## config.mk

```make
export PLATFORM = sky130hd
export DESIGN_NAME = maj_chunk_collector
export DESIGN_NICKNAME = d
export VERILOG_FILES = /design/src/rtl/maj_chunk_collector.sv
export SDC_FILE = /design/constraint.sdc
export NUM_CORES = 1
export LEC_CHECK = 0
export ABC_AREA = 1
export CAP_MARGIN = 30
export CORE_MARGIN = 2
export CORE_UTILIZATION = 55
export CTS_CLUSTER_DIAMETER = 100
export DETAILED_ROUTE_END_ITERATION = 8
export PLACE_DENSITY = 0.83
export SETUP_SLACK_MARGIN = 0.15
export SYNTH_ARGS = -nofsm -noshare
export SYNTH_HDL_FRONTEND = slang
export SYNTH_SLANG_ARGS = --single-unit
```

## constraint.sdc

```tcl
create_clock -name clk -period 9.4 [get_ports clk]
set_clock_uncertainty 0.1 [all_clocks]
set_input_delay 1.88 -clock clk [delete_from_list [all_inputs] [get_ports clk]]
set_output_delay 1.88 -clock clk [all_outputs]
set_load 0.01 [all_outputs]
```

## src/rtl/maj_chunk_collector.sv

```systemverilog
// maj_chunk_collector: assembles an N-bit operand from W-bit chunks and drives it
// onto an external combinational majority block. After a settle window it samples
// the block's output and returns that sample with a popcount-based reference
// result and a mismatch flag. It also keeps a saturating count of mismatches.
module maj_chunk_collector #(
    parameter int N      = 63,
    parameter int W      = 8,
    parameter int SETTLE = 1,
    parameter int MCW    = 16
) (
    input  logic                   clk,
    input  logic                   rst_n,
    input  logic                   in_valid,
    output logic                   in_ready,
    input  logic [W-1:0]           in_data,
    output logic [N-1:0]           x_out,
    input  logic                   maj_y,
    output logic                   out_valid,
    input  logic                   out_ready,
    output logic                   out_y,
    output logic                   out_ref,
    output logic [$clog2(N+1)-1:0] out_count,
    output logic                   out_mismatch,
    output logic [MCW-1:0]         mismatch_cnt
);

    localparam int NCHUNK = (N + W - 1) / W;
    localparam int CW     = $clog2(N + 1);
    localparam int SW     = NCHUNK * W;
    localparam int IW     = (NCHUNK > 1) ? $clog2(NCHUNK) : 1;
    localparam int STW    = (SETTLE > 1) ? $clog2(SETTLE) : 1;
    localparam logic [CW-1:0] THRESH = CW'((N + 1) / 2);
    // Bits at positions >= N in the final chunk are padding and get dropped.
    localparam logic [SW-1:0] VMASK  = {SW{1'b1}} >> (SW - N);

    generate
        if (N % 2 == 0) begin : g_bad_n
            $error("maj_chunk_collector: N must be odd");
        end
        if (SETTLE < 1) begin : g_bad_settle
            $error("maj_chunk_collector: SETTLE must be >= 1");
        end
    endgenerate

    typedef enum logic [1:0] {S_LOAD, S_SETTLE, S_RESULT} state_t;

    state_t          state, state_next;
    logic [SW-1:0]   shadow, shadow_next;
    logic [CW-1:0]   acc, acc_next;
    logic [IW-1:0]   chunk_idx;
    logic [STW-1:0]  settle_cnt;
    logic [W-1:0]    chunk_masked;
    logic            hs_in, hs_out, last_chunk, settle_done;

    function automatic logic [CW-1:0] popcnt(input logic [W-1:0] v);
        logic [CW-1:0] c;
        c = '0;
        for (int i = 0; i < W; i++) c = c + CW'(v[i]);
        return c;
    endfunction

    assign hs_in       = in_valid & in_ready;
    assign hs_out      = out_valid & out_ready;
    assign last_chunk  = (chunk_idx == IW'(NCHUNK - 1));
    assign settle_done = (settle_cnt == STW'(SETTLE - 1));

    // Place the incoming chunk into the vector and count its valid ones.
    always_comb begin
        int sh;
        sh           = int'(chunk_idx) * W;
        chunk_masked = in_data & W'(VMASK >> sh);
        shadow_next  = shadow | (SW'(chunk_masked) << sh);
        acc_next     = acc + popcnt(chunk_masked);
    end

    // State register.
    always_ff @(posedge clk) begin
        if (!rst_n) state <= S_LOAD;
        else        state <= state_next;
    end

    // Next-state logic: LOAD -> SETTLE -> RESULT -> LOAD.
    always_comb begin
        state_next = state;
        case (state)
            S_LOAD:   if (hs_in && last_chunk) state_next = S_SETTLE;
            S_SETTLE: if (settle_done)         state_next = S_RESULT;
            S_RESULT: if (hs_out)              state_next = S_LOAD;
            default:                           state_next = S_LOAD;
        endcase
    end

    // Handshake outputs decoded from the state alone.
    always_comb begin
        in_ready  = (state == S_LOAD);
        out_valid = (state == S_RESULT);
    end

    // Datapath: vector assembly, majority sampling and result bookkeeping.
    // NOTE: the shadow vector is reset like any other register so a reset mid-load
    // cannot leak stale bits into the next vector; it is small enough to keep in flops.
    always_ff @(posedge clk) begin
        if (!rst_n) begin
            shadow       <= '0;
            acc          <= '0;
            chunk_idx    <= '0;
            settle_cnt   <= '0;
            x_out        <= '0;
            out_y        <= 1'b0;
            out_ref      <= 1'b0;
            out_count    <= '0;
            out_mismatch <= 1'b0;
            mismatch_cnt <= '0;
        end else begin
            case (state)
                S_LOAD: begin
                    if (hs_in) begin
                        shadow <= shadow_next;
                        acc    <= acc_next;
                        if (last_chunk) begin
                            chunk_idx  <= '0;
                            settle_cnt <= '0;
                            x_out      <= shadow_next[N-1:0];
                            out_count  <= acc_next;
                            out_ref    <= (acc_next >= THRESH);
                        end else begin
                            chunk_idx <= chunk_idx + IW'(1);
                        end
                    end
                end
                S_SETTLE: begin
                    if (settle_done) begin
                        out_y        <= maj_y;
                        out_mismatch <= (maj_y != out_ref);
                    end else begin
                        settle_cnt <= settle_cnt + STW'(1);
                    end
                end
                S_RESULT: begin
                    if (hs_out) begin
                        shadow <= '0;
                        acc    <= '0;
                        if (out_mismatch && (mismatch_cnt != {MCW{1'b1}}))
                            mismatch_cnt <= mismatch_cnt + MCW'(1);
                    end
                end
                default: ;
            endcase
        end
    end

endmodule

```

## Word level (Yosys, flattened, before mapping)

Index checks and enable logic that the tools add are counted.

- Bits of input ports: 13
- Bits in registers: 164
- Output and inout port bits: 90
- Word-level logic and storage cells: 67

- Bitwise operators: 5
- Order comparisons: 1
- Multiplexer cells: 15
- Add/sub/neg operators: 11
- Equality and inequality tests: 10
- Shift-type cells: 2
- Reductions and logical operators: 12

Operators with widths:

| cell | count |
|---|---|
| 64-bit two-way mux | 2 |
| 64-bit case mux with 2 select lines | 1 |
| 64-bit bitwise OR | 1 |
| 8-bit by 6-bit << shifter with 64-bit output | 1 |
| 63-bit by 6-bit right shift with 8-bit output, first input constant | 1 |
| 16-bit by 1-bit adder with 16-bit output, second input constant | 1 |
| 16-bit != test, second input constant | 1 |
| 3-bit AND reduction | 5 |
| 6-bit by 1-bit adder with 6-bit output | 2 |
| 6-bit two-way mux | 2 |
| 6-bit case mux with 2 select lines | 1 |
| 8-bit bitwise AND | 1 |
| 2-bit by 1-bit != test with 1-bit output, second input constant | 4 |
| 5-bit by 1-bit adder with 6-bit output | 1 |
| 6-bit adder | 1 |
| 6-bit greater-or-equal comparator, second input constant | 1 |
| 2-bit two-way mux | 3 |
| 2-bit case mux with 3 select lines | 1 |
| 4-bit by 1-bit adder with 5-bit output | 1 |
| 3-bit by 1-bit adder with 4-bit output | 1 |
| 2-bit AND reduction | 2 |
| 2-bit nonzero test | 2 |
| 2-bit by 1-bit adder with 3-bit output | 1 |
| 3-bit by 1-bit adder with 3-bit output, second input constant | 1 |
| 14 further kinds | 18 |

## Longest topological paths before layout

Gate-level depths: netlist of the first run.

- Word-level depth: 12
- Depth in mapped cells: 16
- Depth with buffers taken out: 16

## Least setup slack after synthesis of the first run

No wires, ideal clock.

- Path kind: input to register
- Start: in in_data[0]
- End: reg acc[1]
- Path slack: 4.548 ns
- Data required time: 9.228 ns
- Cell stages on the path: 10
- Setup time: 0.072 ns
- Arrival time: 4.680 ns
- Path buffers: 0
- Cells stage by stage: fa_1 fa_1 inv_1 fa_1 inv_1 fa_1 inv_1 fa_1 or2_2 a21oi_1

- Longest elaborated chain between the ends: 11

RTL lines:

| item | RTL line | text |
|---|---|---|
| start, declared | 15 | `input logic [W-1:0] in_data,` |
| 8-bit bitwise AND | 71 | `chunk_masked = in_data & W'(VMASK >> sh);` |
| 1-bit by 1-bit adder with 2-bit output | 58 | `for (int i = 0; i < W; i++) c = c + CW'(v[i]);` |
| 2-bit by 1-bit adder with 3-bit output | 58 |  |
| 3-bit by 1-bit adder with 4-bit output | 58 |  |
| 4-bit by 1-bit adder with 5-bit output | 58 |  |
| 5-bit by 1-bit adder with 6-bit output | 58 |  |
| 6-bit by 1-bit adder with 6-bit output (2 in series) | 58 |  |
| 6-bit adder | 73 | `acc_next = acc + popcnt(chunk_masked);` |
| 6-bit two-way mux | 117 | `if (hs_in) begin` |
| 6-bit case mux with 2 select lines | 115 | `case (state)` |
| end signal, assigned | 119 | `acc <= acc_next;` |
| end, declared | 49 | `logic [CW-1:0] acc, acc_next;` |

Every way passes these cells. The select of a mux whose other input is x is not followed.
A chain may end at the register's enable or synchronous reset.

## Worst setup path in the final report of the first run

- Start: in in_data[0]
- End: reg acc[4]

Same word-level chain as after synthesis.

==> reports/results.txt, run 1 <==
Status -> finished, final reports clean
Clock buffer depth -> 2
Synth top area cells -> dfxtp_1 47%, nand2_1 12%, a22o_1 6.5%, o21bai_1 5.4%, a21oi_1 5.2%
Worst r2r src -> chunk_idx[1]$_SDFFE_PN0P_
Drt total wl -> 16,800 um
Synth Register Bits -> 161
Initial Util -> 56.9%
Resized Gates After CTS -> 0
Final hold vios -> 0
Worst-path maximum fanout -> 5
Via count -> 6,066
Logic pwr share -> 11.6%
Most frequent cell after synthesis -> nand2_1
DR DRC count -> 0
Io pins -> 103
Post-synth top flop -> dfxtp_1
Grt ovf -> 0
Yosys top cell area share -> 46.6%
Worst IR drop on VDD -> 139 uV
First-pass GRT wire length -> 27,500 um
Async SR Flop Fraction -> 0%
Vias in the first global route -> 5,569
Synthesized Nets -> 881
Unrepaired setup endpoints after global routing -> false
Crit Path Class -> input pin to register
Mapped Area -> 6920 um2
Distinct cells, synth -> 35
Syn. warnings -> 0
Die width -> 116 um
Fraction of layout instances using a drive strength above 1 -> 7.35%
Synthesized instance count -> 853
Setup TNS -> 0 ns
Die area -> 13,500 um2
Fmax -> 192 MHz
Power per Cell Area -> 184 nW/um2
Internal power -> 1.18 mW
Final Cycle Share -> 55.3%
Final std cells w/o fill -> 1,107
Syn avg cell area -> 8.11 um2
Synth top cells by count -> 227 x nand2_1, 161 x dfxtp_1, 72 x a21oi_1
Synth area leader -> dfxtp_1
Clock transition at path regs -> 0.06 ns
Max-slew violations -> 0
Leakage -> 3.14 nW
Reg2Reg Capture Point -> acc[4]$_SDFFE_PN0P_
Worst setup margin -> 4.20 ns
Worst endpoint required time -> 9.57 ns
Clock tree sinks -> 161
Minimum clock period -> 5.20 ns
P&R area growth vs syn -> 22.5%
DP Worst Slack -> 3.80 ns
Max-slew headroom -> 47.2%
Largest net degree at the start of global routing -> 70
Dpl hpwl -> 10,600 um
MaxCap Viol Count -> 0
Die span in y -> 116 um
PortBufs -> 102
Num CTS Buffers -> 17
Fill cells -> 949
Fin nets -> 954
Post-synthesis sequential area ratio -> 46.6%
Initial DRC count -> 521
Power share of the clock group -> 42.5%
Number of flops mapped to enable cells by yosys -> 0
Std-Cell Core Area -> 12,200 um2
Worst setup endpoint -> acc[4]$_SDFFE_PN0P_
Crit path DAT -> 5.37 ns
GRT Total Usage -> 25.9%
Clock latency on the worst-skew pair -> 0.43 ns
Routed wire per std cell -> 15.2 um
Critical Path End Type -> register
Switching Share -> 24.5%
Setup Fix Bufs, Post-CTS -> 0
Worst Setup Start Kind -> input pin
Placed Cells -> 1,075
# hold bufs at CTS -> 0
Setup crit start -> in_data[0]
Psw -> 0.383 mW
Worst min path class -> register to register
Vias per cell -> 5.48
Setup slack, reg-to-reg -> 5.54 ns
Ant diodes -> 0
Initial antenna violation count -> 1
# rows -> 40
Placer Congestion -> 0.827
CTS Root Buffer Type -> clkbuf_16
Hold WS -> 0.345 ns
Worst Reg2Reg Path Length in Cells -> 15
Antenna viol nets, final -> 0
Router iterations before antenna repair -> 5
H-Tree Depth -> 4
Final number of setup-violating endpoints -> 0
Slew @ Worst Pin -> 0.792 ns
Seq pwr share -> 45.9%
CTS tree -> done
power by group through the flow:
stage	sequential, mW	clock, mW	combinational, mW
6_report	0.717	0.664	0.180
5_1_grt	0.719	0.702	0.203
4_1_cts	0.716	0.671	0.179
3_5_place_dp	0.731	0	0.175
3_3_place_gp	0.730	0	0.171
2_1_floorplan	0.725	0	0.140
sequential cells by signal, indices dropped and copies added (netlist names):
name / flops
shadow: 63
x_out: 63
mismatch_cnt: 16
acc: 6
out_count: 5
chunk_idx: 3
state: 2
out_mismatch: 1
out_ref: 1
out_y: 1
cell families (layout without fill, tap and decap cells):
group                      after synthesis  count (layout)  share of synthesized area (%)
DFF                                    161             161                           46.6
AOI/OAI and AO/OA                      217             217                           20.8
and+or+nand+nor                        354             354                           22.0
adders and majority gates               15              15                           3.25
buffers and inverters                  101             187                           6.80
xor gates and xnor gates                 5               5                          0.633
per-stage QoR:
| stage | util, % | total power, mW | instance area (um2) |
|---|---|---|---|
| 4_1_cts | 69.7 | 1.57 | 8480 |
| 3_3_place_gp | 65.0 | 0.901 | 7910 |
| 3_5_place_dp | 65.0 | 0.906 | 7910 |
| 6_report | 69.7 | 1.56 | 8480 |
| 5_1_grt | 69.7 | 1.62 | 8480 |
| 2_1_floorplan | - | 0.865 | 6920 |
area by class of cell:
| type | instances | area [um2] | share of cell area, % |
|---|---|---|---|
| multi-input combinational | 591 | 3230 | 38.1 |
| timing repair buffer | 107 | 1060 | 12.5 |
| clock buffer | 29 | 531 | 6.26 |
| tap | 168 | 210 | 2.48 |
| clock inverter | 3 | 43.8 | 0.516 |
| inverter | 48 | 185 | 2.18 |
| sequential | 161 | 3220 | 38.0 |
placed cells by master (no fill, tap or decap), drive strengths merged, types with 5 or more instances in the layout:
| cell type | n |
|---|---|
| nand2 | 237 |
| dfxtp | 161 |
| clkdlybuf4s50 | 102 |
| a21oi | 79 |
| a22o | 51 |
| nand3 | 51 |
| nor2 | 51 |
| o21bai | 50 |
| inv | 48 |
| o21ai | 33 |
| clkbuf | 29 |
| ha | 10 |
| nand4 | 6 |
| fa | 5 |
| buf | 5 |
worst min path at each step:
| stage | startpoint | endpoint | slack, ns | cells past startpoint |
|---|---|---|---|---|
| 2_1_floorplan | shadow[23]$_SDFFE_PN0P_ | shadow[23]$_SDFFE_PN0P_ | 0.34 | 2 |
| 3_3_place_gp | x_out[61]$_SDFFE_PN0P_ | x_out[61]$_SDFFE_PN0P_ | 0.33 | 2 |
| 3_5_place_dp | x_out[58]$_SDFFE_PN0P_ | x_out[58]$_SDFFE_PN0P_ | 0.33 | 2 |
| 4_1_cts | x_out[58]$_SDFFE_PN0P_ | x_out[58]$_SDFFE_PN0P_ | 0.35 | 2 |
| 5_1_grt | shadow[44]$_SDFFE_PN0P_ | shadow[44]$_SDFFE_PN0P_ | 0.37 | 2 |
| 6_report | x_out[58]$_SDFFE_PN0P_ | x_out[58]$_SDFFE_PN0P_ | 0.35 | 2 |
per-layer routing:
layer | up-vias | share of wire (%) | GRT usage [%]
li1 | 3013 | - | -
met1 | 2824 | 46 | 35.5
met2 | 199 | 47 | 40.2
met3 | 28 | 5.9 | 5.81
met4 | 2 | 1.6 | 9.84
met5 | - | 0.048 | 0
critical path: stages:
cell and delay, ns:
clkdlybuf4s50_1 0.58, fa_1 0.57, fa_1 0.51, inv_1 0.06, fa_1 0.47, inv_1 0.05, fa_1 0.38, inv_1 0.08
fa_1 0.21, o21ai_0 0.12, or2_2 0.30, nand3_1 0.08, a21oi_1 0.07
(Power assumes the default switching activity.)
==> inputs of run 2 (changes only) <==
Settings changed: CORE_UTILIZATION 55 to 54, PLACE_DENSITY 0.83 to 0.82.
Clock period 9.4 ns to 5.2 ns, I/O delays scaled along.
==> run 2 against run 1 <==
Global-route usage fell by 1.1 points; critical path depth decreased by 2; die area is 1.8% higher; sequential share of layout area fell by 0.39 points; power increased by 90%; worst hold slack worse by 0.00056 ns; combinational power up 84%; sequential cell count unchanged; non-clock buffer count is 1 higher; cell count grew 0.27%; sequential power is 80% higher; register-to-register slack got worse by 4.1 ns; critical path type unchanged.
==> reports/results.txt, run 2 (same netlist as run 1, synthesis figures left out) <==
Switching Share -> 23.8% (-0.69 points)
MaxCap Viol Count -> 0 (unchanged)
CTS Root Buffer Type -> clkbuf_16
Final Cycle Share -> 82.7%
# rows -> 41 (+2.5%)
Crit path DAT -> 4.55 ns (-0.82 ns)
Power per Cell Area -> 346 nW/um2 (+88%)
Setup Fix Bufs, Post-CTS -> 0 (unchanged)
Most frequent cells in the layout -> 227 x nand2_1, 161 x dfxtp_1, 102 x clkdlybuf4s50_1, 72 x a21oi_1, 51 x a22o_1
First-pass GRT wire length -> 26,600 um (-3.3%)
Tot Pwr -> 2.96 mW (+90%)
H-Tree Depth -> 4 (unchanged)
Die span in y -> 117 um (+0.89%)
Crit Path Class -> input pin to register
Antenna viol nets, final -> 0 (unchanged)
Minimum clock period -> 4.30 ns
GRT Total Usage -> 24.8% (-1.1 points)
Io pins -> 103 (unchanged)
Fill cells -> 1,008 (+6.2%)
Worst-path maximum fanout -> 5 (unchanged)
Internal power -> 2.26 mW (+91%)
Post-route cell area -> 8570 um2 (+1.0%)
Clock tree sinks -> 161 (unchanged)
Die width -> 117 um (+0.89%)
Clock transition at path regs -> 0.06 ns (about the same)
Num CTS Buffers -> 17 (unchanged)
Worst min path class -> register to register
Largest net degree at the start of global routing -> 65 (-7.1%)
Setup TNS -> 0 ns (unchanged)
Initial antenna violation count -> 0 (-1)
Status -> finished, final reports clean
Fraction of layout instances using a drive strength above 1 -> 7.78% (+0.43 points)
Resized Gates After CTS -> 0 (unchanged)
Util after Layout -> 68.2% (-1.5 points)
Ant diodes -> 0 (unchanged)
Power share of the clock group -> 45.1% (+2.6 points)
Dpl hpwl -> 10,600 um (+0.20%)
DR DRC count -> 0 (unchanged)
Critical Path End Type -> register
Final number of setup-violating endpoints -> 0 (unchanged)
Worst endpoint required time -> 5.45 ns (-4.12 ns)
Clock buffer depth -> 2 (unchanged)
# hold bufs at CTS -> 0 (unchanged)
Slew @ Worst Pin -> 0.728 ns (-0.0647 ns)
Logic pwr share -> 11.2% (-0.4 points)
Drt total wl -> 16,400 um (-2.2%)
Unrepaired setup endpoints after global routing -> false
Vias per cell -> 5.41 (-1.3%)
Post-DP Area -> 7940 um2 (+0.41%)
Placer Congestion -> 0.848 (+2.6%)
Leakage -> 3.19 nW (+1.4%)
Vias in the first global route -> 5,483 (-1.5%)
Initial Util -> 55.1% (-1.8 points)
P&R area growth vs syn -> 23.8%
Worst Setup Start Kind -> input pin
PortBufs -> 102 (unchanged)
Die area -> 13,700 um2 (+1.8%)
Router iterations before antenna repair -> 5 (unchanged)
Fin nets -> 955 (+0.10%)
Biggest regs -> shadow x63, x_out x63, mismatch_cnt x16
Psw -> 0.706 mW (+84%)
Most common cell after layout, fill and taps aside -> nand2_1
Clock latency on the worst-skew pair -> 0.42 ns (about the same)
Via count -> 6,001 (-1.1%)
Fmax -> 233 MHz
Worst IR drop on VDD -> 196 uV (+41%)
Max-slew headroom -> 51.3% (+4.2 points)
Final hold vios -> 0 (unchanged)
Routed wire per std cell -> 14.8 um (-2.4%)
Std-Cell Core Area -> 12,600 um2 (+3.3%)
Initial DRC count -> 478 (-8.3%)
Seq pwr share -> 43.7% (-2.2 points)
Grt ovf -> 0 (unchanged)
Max-slew violations -> 0 (unchanged)
CTS tree -> done
[run 2: changes by cell type in the layout (fill, tap and decap cells not counted), sizes merged]
cell    change
buf         +1
bufinv      +4
clkbuf     -10
clkinv      +4
[run 2: power groups by stage]
stage	Clock, mW	Sequential [mW]	Combinational [mW]
after detailed placement	0	1.32	0.329
after CTS	1.35	1.29	0.332
after global placement	0	1.32	0.310
after global routing	1.41	1.30	0.378
after floorplan	0	1.31	0.253
final	1.34	1.29	0.332
[run 2: metrics by stage]
step,hold slack [ns],setup slack [ns],std cells
2_1_floorplan,0.341,1.19,853
4_1_cts,0.348,0.924,1110
3_3_place_gp,0.328,0.566,1079
6_report,0.344,0.900,1110
5_1_grt,0.353,0.759,1110
3_5_place_dp,0.333,0.489,1080
[run 2: per-layer routing]
layer,global-route usage (%),wire [um]
met5,0,0
met4,9.49,347
met3,5.87,920
met2,39.6,7680
met1,32.7,7460
[run 2: layout make-up]
| type | count | area (um2) | area share, % |
|---|---|---|---|
| timing repair buffer | 108 | 1090 | 12.7 |
| clock buffer | 19 | 443 | 5.17 |
| inverter | 48 | 185 | 2.16 |
| sequential | 161 | 3220 | 37.6 |
| clock inverter | 11 | 188 | 2.19 |
| multi-input combinational | 591 | 3230 | 37.7 |
| tap | 172 | 215 | 2.51 |
[run 2: final timing paths]
path                             start                endpoint  slack, ns  cells past startpoint
max                         in_data[2]     acc[1]$_SDFFE_PN0P_       0.90                     11
min             x_out[59]$_SDFFE_PN0P_  x_out[59]$_SDFFE_PN0P_       0.34                      2
max reg2reg  chunk_idx[1]$_SDFFE_PN0P_     acc[1]$_SDFFE_PN0P_       1.44                     13
min reg2reg     x_out[59]$_SDFFE_PN0P_  x_out[59]$_SDFFE_PN0P_       0.34                      2
[run 2: critical path: stages]
cell and delay [ns]:
clkdlybuf4s50_1 0.59, fa_1 0.48, fa_1 0.52, inv_1 0.05, fa_1 0.48, inv_1 0.05
fa_1 0.38, inv_1 0.08, fa_1 0.43, or2_2 0.31, a21oi_1 0.15
==> inputs of run 3 (changes only) <==
Clock period 5.2 ns to 4.3 ns, I/O delays scaled along.
==> run 3 against run 2 <==
Cell count is 0.63% higher; register-to-register slack worse by 0.56 ns; power is 19% higher; via count is 0.65% higher; non-clock buffer count is 8 higher; utilization is 0.39 points higher; combinational power is 29% higher; clock power is 15% higher; clock-buffer cell count is 2 lower; critical path depth stayed put; largest cell class unchanged.
==> reports/results.txt, run 3 (same netlist as run 1, synthesis figures left out) <==
Hold Path Sink -> x_out[56]$_SDFFE_PN0P_
Drt total wl -> 16,600 um (+1.2%)
Clock tree sinks -> 161 (unchanged)
Final Cycle Share -> 93.3%
Via count -> 6,040 (+0.65%)
Antenna viol nets, final -> 0 (unchanged)
Setup TNS -> 0 ns (unchanged)
Worst Reg2Reg Path Length in Cells -> 10 (-3)
Vias in the first global route -> 5,557 (+1.3%)
Met1 global-route usage -> 33.0% (+0.25 points)
Clock latency on the worst-skew pair -> 0.43 ns (about the same)
P&R area growth vs syn -> 24.5%
Crit path DAT -> 4.27 ns (-0.28 ns)
Dpl hpwl -> 10,700 um (+0.96%)
Fraction of layout instances using a drive strength above 1 -> 8.57% (+0.79 points)
Slew @ Worst Pin -> 0.661 ns (-0.0663 ns)
Worst Path Buf+Inv -> 4 (unchanged)
GRT Total Usage -> 25.2% (+0.39 points)
Vias per cell -> 5.41 (about the same)
Setup slack, reg-to-reg -> 0.88 ns (-0.56 ns)
Hold path start -> x_out[56]$_SDFFE_PN0P_
Clock transition at path regs -> 0.06 ns (about the same)
Critical Path End Type -> register
Unrepaired setup endpoints after global routing -> false
Initial DRC count -> 423 (-12%)
Worst-path maximum fanout -> 2 (-3)
CTS tree -> done
Worst min path class -> register to register
MaxCap Viol Count -> 0 (unchanged)
Status -> finished, final reports clean
Placer Congestion -> 0.854 (+0.68%)
First-pass GRT wire length -> 27,000 um (+1.4%)
Io pins -> 103 (unchanged)
# hold bufs at CTS -> 0 (unchanged)
Std-Cell Core Area -> 12,600 um2 (unchanged)
Crit Path Class -> input pin to register
Power per Cell Area -> 409 nW/um2 (+18%)
Reg2Reg Capture Point -> acc[1]$_SDFFE_PN0P_
Num CTS Buffers -> 17 (unchanged)
Most frequent cells in the layout -> 227 x nand2_1, 161 x dfxtp_1, 102 x clkdlybuf4s50_1, 72 x a21oi_1, 51 x a22o_1
Die area -> 13,700 um2 (unchanged)
Worst Setup Start Kind -> input pin
CTS Root Buffer Type -> clkbuf_16
Router iterations before antenna repair -> 5 (unchanged)
# rows -> 41 (unchanged)
Die width -> 117 um (unchanged)
Grt met2 use -> 40.3% (+0.69 points)
Most common cell after layout, fill and taps aside -> nand2_1
Most Crowded Layer GR -> met2
Largest net degree at the start of global routing -> 65 (unchanged)
Slowest CP cell -> clkdlybuf4s50_1
Post-DP Area -> 8020 um2 (+1.1%)
Fmax -> 249 MHz
Initial antenna violation count -> 0 (unchanged)
GR Util met3 -> 5.92% (+0.051 points)
Minimum clock period -> 4.01 ns
Post-route cell area -> 8620 um2 (+0.57%)
Max-slew headroom -> 55.9% (+4.5 points)
DR DRC count -> 0 (unchanged)
Max-slew violations -> 0 (unchanged)
Family with the most delay on the worst path -> adder cells
Clock buffer depth -> 2 (unchanged)
Slowest stage delay, CP -> 0.53 ns (-0.06 ns)
Routed wire per std cell -> 14.9 um (+0.54%)
Biggest regs -> shadow x63, x_out x63, mismatch_cnt x16
Most frequent CP cell -> fa_1
Worst hold stages -> 2 (unchanged)
Fin nets -> 963 (+0.84%)
Worst r2r src -> acc[0]$_SDFFE_PN0P_
H-Tree Depth -> 4 (unchanged)
Worst endpoint required time -> 4.56 ns (-0.89 ns)
Grt ovf -> 0 (unchanged)
Final number of setup-violating endpoints -> 0 (unchanged)
Initial Util -> 55.1% (unchanged)
Setup Fix Bufs, Post-CTS -> 0 (unchanged)
Util after Layout -> 68.6% (+0.39 points)
Final hold vios -> 0 (unchanged)
PortBufs -> 102 (unchanged)
Ant diodes -> 0 (unchanged)
Worst IR drop on VDD -> 258 uV (+32%)
Die span in y -> 117 um (unchanged)
Worst path cell trace -> clkdlybuf4s50_1, fa_1, fa_1, inv_1, fa_1, inv_1, fa_1, inv_1, fa_1, or2_2, a21oi_1
Leakage -> 3.21 nW (+0.81%)
run 3: cell count changes in the layout (fill, tap and decap cells not counted):
cell        before  now
clkbuf_1         1    0
buf_4            5   11
bufinv_16        5    4
clkbuf_8         1    0
buf_12           0    2
clkinv_4         2    1
clkinvlp_4       0    2
clkinv_2         4    5
run 3: through the flow:
| step | setup WS (ns) | std cells | hold slack, ns | power [mW] |
|---|---|---|---|---|
| after floorplan | 0.468 | 853 | 0.341 | 1.89 |
| after global placement | -0.129 | 1086 | 0.329 | 1.99 |
| after detailed placement | -0.166 | 1088 | 0.331 | 2.01 |
| after CTS | 0.253 | 1117 | 0.346 | 3.54 |
| after global routing | 0.157 | 1117 | 0.373 | 3.66 |
| final | 0.287 | 1117 | 0.346 | 3.52 |
run 3: how the worst max path moves through the flow:
| stage | startpoint | endpoint | slack (ns) | depth (start not counted) |
|---|---|---|---|---|
| CTS | in_data[0] | acc[1]$_SDFFE_PN0P_ | 0.25 | 11 |
| floorplan | in_data[0] | acc[1]$_SDFFE_PN0P_ | 0.47 | 10 |
| finish | in_data[0] | acc[1]$_SDFFE_PN0P_ | 0.29 | 11 |
| detailed placement | in_data[0] | acc[1]$_SDFFE_PN0P_ | -0.17 | 11 |
| global placement | in_data[0] | acc[1]$_SDFFE_PN0P_ | -0.13 | 11 |
| global route | in_data[2] | acc[1]$_SDFFE_PN0P_ | 0.16 | 11 |
run 3: timing repair:
| item | 4_1_cts | 5_1_grt |
|---|---|---|
| endpoints found under the hold margin | 0 | 0 |
| gates resized for setup | 0 | 0 |
| setup endpoints to repair | 0 | 1 |
run 3: worst min-delay path, delay by kind of cell, from the launching register on:
family / cells / cell delay, ns
flops: 1 / 0.32
simple gates: 2 / 0.09
run 3: final cells by class:
| cell class | count | area [um2] |
|---|---|---|
| repair buffers | 116 | 1170 |
| multi-input cells | 591 | 3230 |
| fillers | 996 | 3950 |
| inverters | 48 | 185 |
| clock buffers | 17 | 425 |
| clock inverters | 12 | 169 |
| flip-flops and latches | 161 | 3220 |
| well taps | 172 | 215 |
run 3: report_power, final:
part | switching (mW) | internal, mW
sequential | 0.0220 | 1.54
clock | 0.585 | 0.955
combinational | 0.254 | 0.173
total | 0.861 | 2.66
run 3: metal layers:
metal | part of all wire [%] | wire (um)
met5 | 0 | 0
met3 | 6.6 | 1090
met1 | 45 | 7480
met4 | 2.2 | 371
met2 | 46 | 7660
